`src/rtl/ab_grant_arbiter_if.sv`:
```
// Request/grant bundle between requesters A/B and ab_grant_arbiter.
// master = requester side, slave = arbiter side.
interface ab_grant_arbiter_if;
    logic req_a;
    logic req_b;
    logic done;
    logic gnt_a;
    logic gnt_b;
    logic busy;
    logic timeout;
    logic last_owner;

    modport master (
        output req_a, req_b, done,
        input  gnt_a, gnt_b, busy, timeout, last_owner
    );

    modport slave (
        input  req_a, req_b, done,
        output gnt_a, gnt_b, busy, timeout, last_owner
    );
endinterface

```
`src/rtl/ab_grant_arbiter.sv`:
```
// Two-requester round-robin arbiter with bounded hold and forced-release timeout.
// Define AB_ARB_ASSERT_EN to compile the embedded protocol assertions.
module ab_grant_arbiter #(
    parameter int MAX_HOLD = 8,
    parameter int HOLD_W   = $clog2(MAX_HOLD + 1)
) (
    input  logic                clk,
    input  logic                rst,
    ab_grant_arbiter_if.slave   bus
);

    // One-hot grant encoding: the state bits are the grant outputs themselves.
    typedef enum logic [1:0] {
        IDLE    = 2'b00,
        GRANT_A = 2'b01,
        GRANT_B = 2'b10
    } state_t;

    localparam logic [HOLD_W-1:0] HOLD_LAST = HOLD_W'(MAX_HOLD - 1);

    state_t              state_q, state_d;
    logic [HOLD_W-1:0]   hold_q, hold_d;
    logic                timeout_q, timeout_d;
    logic                last_owner_q, last_owner_d;

    always_ff @(posedge clk or posedge rst) begin
        if (rst) begin
            state_q      <= IDLE;
            hold_q       <= '0;
            timeout_q    <= 1'b0;
            last_owner_q <= 1'b1;
        end else begin
            state_q      <= state_d;
            hold_q       <= hold_d;
            timeout_q    <= timeout_d;
            last_owner_q <= last_owner_d;
        end
    end

    always_comb begin
        state_d      = state_q;
        hold_d       = hold_q;
        timeout_d    = 1'b0;
        last_owner_d = last_owner_q;
        case (state_q)
            IDLE: begin
                hold_d = '0;
                // On a tie, the requester that was not served last wins.
                if (bus.req_a && (!bus.req_b || last_owner_q)) begin
                    state_d      = GRANT_A;
                    last_owner_d = 1'b0;
                end else if (bus.req_b) begin
                    state_d      = GRANT_B;
                    last_owner_d = 1'b1;
                end
            end
            GRANT_A: begin
                if (bus.done || !bus.req_a) begin
                    state_d = IDLE;
                end else if (hold_q == HOLD_LAST) begin
                    state_d   = IDLE;
                    timeout_d = 1'b1;
                end else begin
                    hold_d = hold_q + HOLD_W'(1);
                end
            end
            GRANT_B: begin
                if (bus.done || !bus.req_b) begin
                    state_d = IDLE;
                end else if (hold_q == HOLD_LAST) begin
                    state_d   = IDLE;
                    timeout_d = 1'b1;
                end else begin
                    hold_d = hold_q + HOLD_W'(1);
                end
            end
            default: state_d = IDLE;
        endcase
    end

    assign bus.gnt_a      = state_q[0];
    assign bus.gnt_b      = state_q[1];
    assign bus.busy       = |state_q;
    assign bus.timeout    = timeout_q;
    assign bus.last_owner = last_owner_q;

`ifdef AB_ARB_ASSERT_EN
    a_mutex: assert property (@(posedge clk) disable iff (rst)
        !(bus.gnt_a && bus.gnt_b))
        $display("%0t a_mutex pass", $time);
        else $display("%0t a_mutex fail", $time);

    a_rise_a: assert property (@(posedge clk) disable iff (rst)
        $rose(bus.gnt_a) |-> $past(bus.req_a))
        $display("%0t a_rise_a pass", $time);
        else $display("%0t a_rise_a fail", $time);

    a_rise_b: assert property (@(posedge clk) disable iff (rst)
        $rose(bus.gnt_b) |-> $past(bus.req_b))
        $display("%0t a_rise_b pass", $time);
        else $display("%0t a_rise_b fail", $time);

    a_idle_gap: assert property (@(posedge clk) disable iff (rst)
        ($fell(bus.gnt_a) || $fell(bus.gnt_b)) |-> !bus.busy)
        $display("%0t a_idle_gap pass", $time);
        else $display("%0t a_idle_gap fail", $time);

    a_timeout_idle: assert property (@(posedge clk) disable iff (rst)
        bus.timeout |-> (!bus.gnt_a && !bus.gnt_b))
        $display("%0t a_timeout_idle pass", $time);
        else $display("%0t a_timeout_idle fail", $time);

    a_hold_a: assert property (@(posedge clk) disable iff (rst)
        $rose(bus.gnt_a) |-> ##[1:MAX_HOLD] !bus.gnt_a)
        $display("%0t a_hold_a pass", $time);
        else $display("%0t a_hold_a fail", $time);

    a_hold_b: assert property (@(posedge clk) disable iff (rst)
        $rose(bus.gnt_b) |-> ##[1:MAX_HOLD] !bus.gnt_b)
        $display("%0t a_hold_b pass", $time);
        else $display("%0t a_hold_b fail", $time);
`else
`endif

endmodule
```
`src/flat_wrapper.sv`:
```
// flat-port wrapper written by rule: the top's interface ports become plain ports
module ab_grant_arbiter_flat 
#(
    parameter int MAX_HOLD = 8,
    parameter int HOLD_W   = $clog2(MAX_HOLD + 1)
)
  (clk, rst, bus_req_a, bus_req_b, bus_done, bus_gnt_a, bus_gnt_b, bus_busy, bus_timeout, bus_last_owner);
  ab_grant_arbiter_if bus_i ();
  input  logic clk;
  input  logic rst;
  input wire logic [$bits(bus_i.req_a)-1:0] bus_req_a;
  input wire logic [$bits(bus_i.req_b)-1:0] bus_req_b;
  input wire logic [$bits(bus_i.done)-1:0] bus_done;
  output wire logic [$bits(bus_i.gnt_a)-1:0] bus_gnt_a;
  output wire logic [$bits(bus_i.gnt_b)-1:0] bus_gnt_b;
  output wire logic [$bits(bus_i.busy)-1:0] bus_busy;
  output wire logic [$bits(bus_i.timeout)-1:0] bus_timeout;
  output wire logic [$bits(bus_i.last_owner)-1:0] bus_last_owner;
  assign bus_i.req_a = bus_req_a;
  assign bus_i.req_b = bus_req_b;
  assign bus_i.done = bus_done;
  assign bus_gnt_a = bus_i.gnt_a;
  assign bus_gnt_b = bus_i.gnt_b;
  assign bus_busy = bus_i.busy;
  assign bus_timeout = bus_i.timeout;
  assign bus_last_owner = bus_i.last_owner;
  ab_grant_arbiter #(.MAX_HOLD(MAX_HOLD), .HOLD_W(HOLD_W)) u_core (.clk(clk), .rst(rst), .bus(bus_i));
endmodule
```
`config.mk`:
```
export PLATFORM = sky130hd
export DESIGN_NAME = ab_grant_arbiter_flat
export DESIGN_NICKNAME = d
export VERILOG_FILES = /design/src/rtl/ab_grant_arbiter_if.sv /design/src/rtl/ab_grant_arbiter.sv /design/src/flat_wrapper.sv
export SDC_FILE = /design/constraint.sdc
export NUM_CORES = 1
export LEC_CHECK = 0
export BUFFER_PORTS_ARGS = -buffer_cell sky130_fd_sc_hd__buf_2
export CELL_PAD_IN_SITES_DETAIL_PLACEMENT = 1
export CELL_PAD_IN_SITES_GLOBAL_PLACEMENT = 2
export CORE_UTILIZATION = 34
export DETAILED_ROUTE_END_ITERATION = 8
export PLACE_DENSITY_LB_ADDON = 0.3
export SLEW_MARGIN = 20
export SYNTH_ARGS = -nofsm -noshare
export SYNTH_HDL_FRONTEND = slang
export SYNTH_SLANG_ARGS = --single-unit
```
`constraint.sdc`:
```
create_clock -name clk -period 3.5 [get_ports clk]
set_input_delay 0.525 -clock clk [delete_from_list [all_inputs] [get_ports clk]]
set_output_delay 0.525 -clock clk [all_outputs]
set_load 0.05 [all_outputs]
```
==> flow_summary_export.csv <==
group,metric,value,unit
status,status,"finished clean",
sta,fin_skew,0.00536,ns
power,finalPower,0.590,mW
critical_path,r2r_setup_slack,1.52,ns
clocking,hold_buffers,0,
critical_path,crit_end,"u_core.hold_q[0]$_DFFE_PP0P_",
clocking,clock_latency,0.25,ns
clocking,cts.root.buffer_cell,"clkbuf_4",
sta,rsz0062_at_grt,"false",
power,p_per_area,978,mW/mm^2
logic_synthesis,ys_warn_count,0,
logic_synthesis,synth_compound_area_frac,0.237,
clocking,post_cts_buffers,0,
floorplan,dieArea,0.00167,sq mm
placed_design,routabilityCongestion,0.670,
logic_synthesis,synth_area,513,sq um
layout,fillers,163,
detailed_routing,drt_iter0_markers,1,
floorplan,start_util,0.380,
global_route,grt_pass1_wl,1.81,mm
power,p_leak,0.304,nW
worst_hold_path,hold_path_class,"input pin to async pin",
critical_path,crit_type,"register to register",
detailed_routing,route.detailed.drc,0,
layout,areaGrowthSynthToFinish,17.6,%
power,pwr-share-clk,0.128,
sta,setup_violations,0,
layout,nNetsFinal,73,
placed_design,numPortBuffers,9,
detailed_routing,vias_per_cell,5.36,
detailed_routing,finalWirelength,1.11,mm
detailed_routing,vias,413,
logic_synthesis,synthDistinctLibCells,23,
critical_path,crit_fanout,6,
detailed_routing,routedWlPerCell,14.4,microns
clocking,cts_max_path_buffers,2,
logic_synthesis,netlist_top_cells_area,"dfrtp_1, ha_1, a22o_1",
power,p_sw_frac,0.490,
critical_path,critPathLaunch,"u_core.state_q[1]$_DFFE_PP0P_",
clocking,htreeDepth,1,
logic_synthesis,synth_top_family_by_area,"compound AO/OA/AOI/OAI gates",
logic_synthesis,synthSimpleGateAreaFrac,0.154,
power,pwr-share-comb,0.601,
sta,setup_tns,0,ns
critical_path,r2r_end,"u_core.hold_q[0]$_DFFE_PP0P_",
clocking,numCtsBuffers,3,
power,seq_power_share,0.271,
floorplan,io_pins,10,
power,p_int,0.301,mW
layout,diodes,0,
layout,final_util,0.447,
floorplan,core,0.00135,sq mm
sta,setup_ws,1.52,ns
sta,finalCritPeriodShare,0.566,
floorplan,rows,13,
logic_synthesis,synth.area.mux_share,0.0512,
power,p_sw,0.289,mW
sta,hold_viol,0,
power,peakVddDrop,265,uV
layout,drive_gt1_frac,0.274,
floorplan,die_w,40.8,microns
placed_design,dp_hpwl,875,microns
clocking,clk_pin_slew_worst_paths,0.06,ns
logic_synthesis,yosysTopAreaCell,"dfrtp_1",
logic_synthesis,ys_ff_latch,8,
critical_path,regToRegStartpoint,"u_core.state_q[1]$_DFFE_PP0P_",
global_route,antenna_found_initial,0,
global_route,track_usage,0.167,
sta,period_needed,1.98,ns
critical_path,crit_path_start_kind,"register",
logic_synthesis,ys_seq_area_frac,0.393,
critical_path,reg2reg_depth,6,
logic_synthesis,synth_top_cell_area_share,0.341,
floorplan,die_h,40.8,microns
sta,slew_viol_final,0,
clocking,cts.repair.resized,0,
detailed_routing,firstDrtPassIters,2,
logic_synthesis,synth_cells,49,
logic_synthesis,avgSynthCellArea,10.5,sq um
global_route,grt_max_degree,9,
sta,relSlewSlack,0.709,
critical_path,required,3.64,ns
critical_path,endpoint_kind,"register",
critical_path,arrival,2.12,ns
placed_design,place_ws,1.54,ns
clocking,cts_tree,"done",
clocking,cts_sinks,8,
sta,fmaxAchievable,505,MHz
detailed_routing,antenna_left,0,
logic_synthesis,synth_xor_area_frac,0,
logic_synthesis,synth_adder_area_share,0.122,
logic_synthesis,syn-num-nets,59,
global_route,grt_pass1_vias,411,
sta,worstMarginPinSlew,0.436,ns
run,max_cap_violations,0,
global_route,grt.overflow.total,0,
-- layout make-up --
class	count	area, sq um	area share
Timing Repair Buffer	9	45.0	0.0747
Tap cell	15	18.8	0.0311
Inverter	6	22.5	0.0373
Clock buffer	4	26.3	0.0436
Multi-Input combinational cell	35	289	0.479
Sequential cell	8	201	0.334
-- power groups by stage --
stage / clock (mW) / sequential (mW) / combinational, mW
2_1_floorplan: 0 / 0.212 / 0.230
3_3_place_gp: 0 / 0.161 / 0.353
3_5_place_dp: 0 / 0.162 / 0.354
4_1_cts: 0.0778 / 0.161 / 0.356
5_1_grt: 0.0815 / 0.164 / 0.392
6_report: 0.0757 / 0.160 / 0.355
-- layer usage --
metal | global-route usage | routed length (microns) | vias up | part of all wire
met1 | 0.207 | 538 | 201 | 0.49
met2 | 0.277 | 532 | 6 | 0.48
met3 | 0.0489 | 33 | 0 | 0.030
met4 | 0.0500 | 0 | 0 | 0
li1 | - | - | 206 | -
met5 | 0 | 0 | - | 0
-- critical path, stage by stage (launching register included) --
cell,delay [ns]
dfrtp_1,0.43
inv_1,0.11
ha_1,0.26
o21a_1,0.22
a2111oi_4,0.43
nand2_1,0.14
mux2_4,0.27
-- per-stage QoR --
stage | std cells | hold slack (ns) | area [sq um]
after global routing | 77 | 0.231 | 603
after CTS | 77 | 0.216 | 603
after floorplan | 49 | 0.340 | 513
after global placement | 73 | 0.487 | 577
final | 77 | 0.208 | 603
after detailed placement | 73 | 0.486 | 577
-- Yosys cell counts (all sizes together) --
cell / number
a31oi: 1
a22o: 4
mux2: 2
o21a: 1
o31ai: 1
inv: 6
nor2b: 1
a21oi: 3
a22oi: 1
nor3: 1
ha: 5
nand3b: 1
nand3: 2
and3b: 1
dfrtp: 7
nor3b: 1
o22ai: 1
nor4: 1
a2111oi: 2
nand2: 6
dfstp: 1
-- placed cells by master, fill, tap and decap left out, drive strengths merged --
cell	n
nand3	2
nor4	1
nand2	6
o22ai	1
o31ai	1
a2111oi	2
a22o	4
and3b	1
a31oi	1
mux2	2
o21a	1
nor2b	1
nand3b	1
nor3b	1
buf	9
a21oi	3
nor3	1
inv	6
ha	5
dfstp	1
dfrtp	7
a22oi	1
clkbuf	4
-- kinds of logic (layout without fill, tap and decap cells) --
logic type,count (synthesis),in the layout
fa+ha+maj,5,5
buf+inv,6,19
compound gates,14,14
mux,2,2
flops,8,8
simple gates,14,14
-- flip-flops by register name, summed over array words and instances (netlist names) --
register and cells:
u_core.bus.last_owner 1, u_core.bus.timeout 1, u_core.hold_q 4, u_core.state_q 2
-- how the worst min path moves through the flow --
stage	from	endpoint	slack, ns	depth (start not counted)
floorplan	rst	u_core.bus.timeout$_DFF_PP0_	0.34	1
global placement	rst	u_core.bus.timeout$_DFF_PP0_	0.49	2
detailed placement	rst	u_core.bus.timeout$_DFF_PP0_	0.49	2
CTS	rst	u_core.bus.timeout$_DFF_PP0_	0.22	2
global route	rst	u_core.hold_q[0]$_DFFE_PP0P_	0.23	2
finish	rst	u_core.hold_q[2]$_DFFE_PP0P_	0.21	2
No activity file was read; power rests on OpenSTA's default activity.
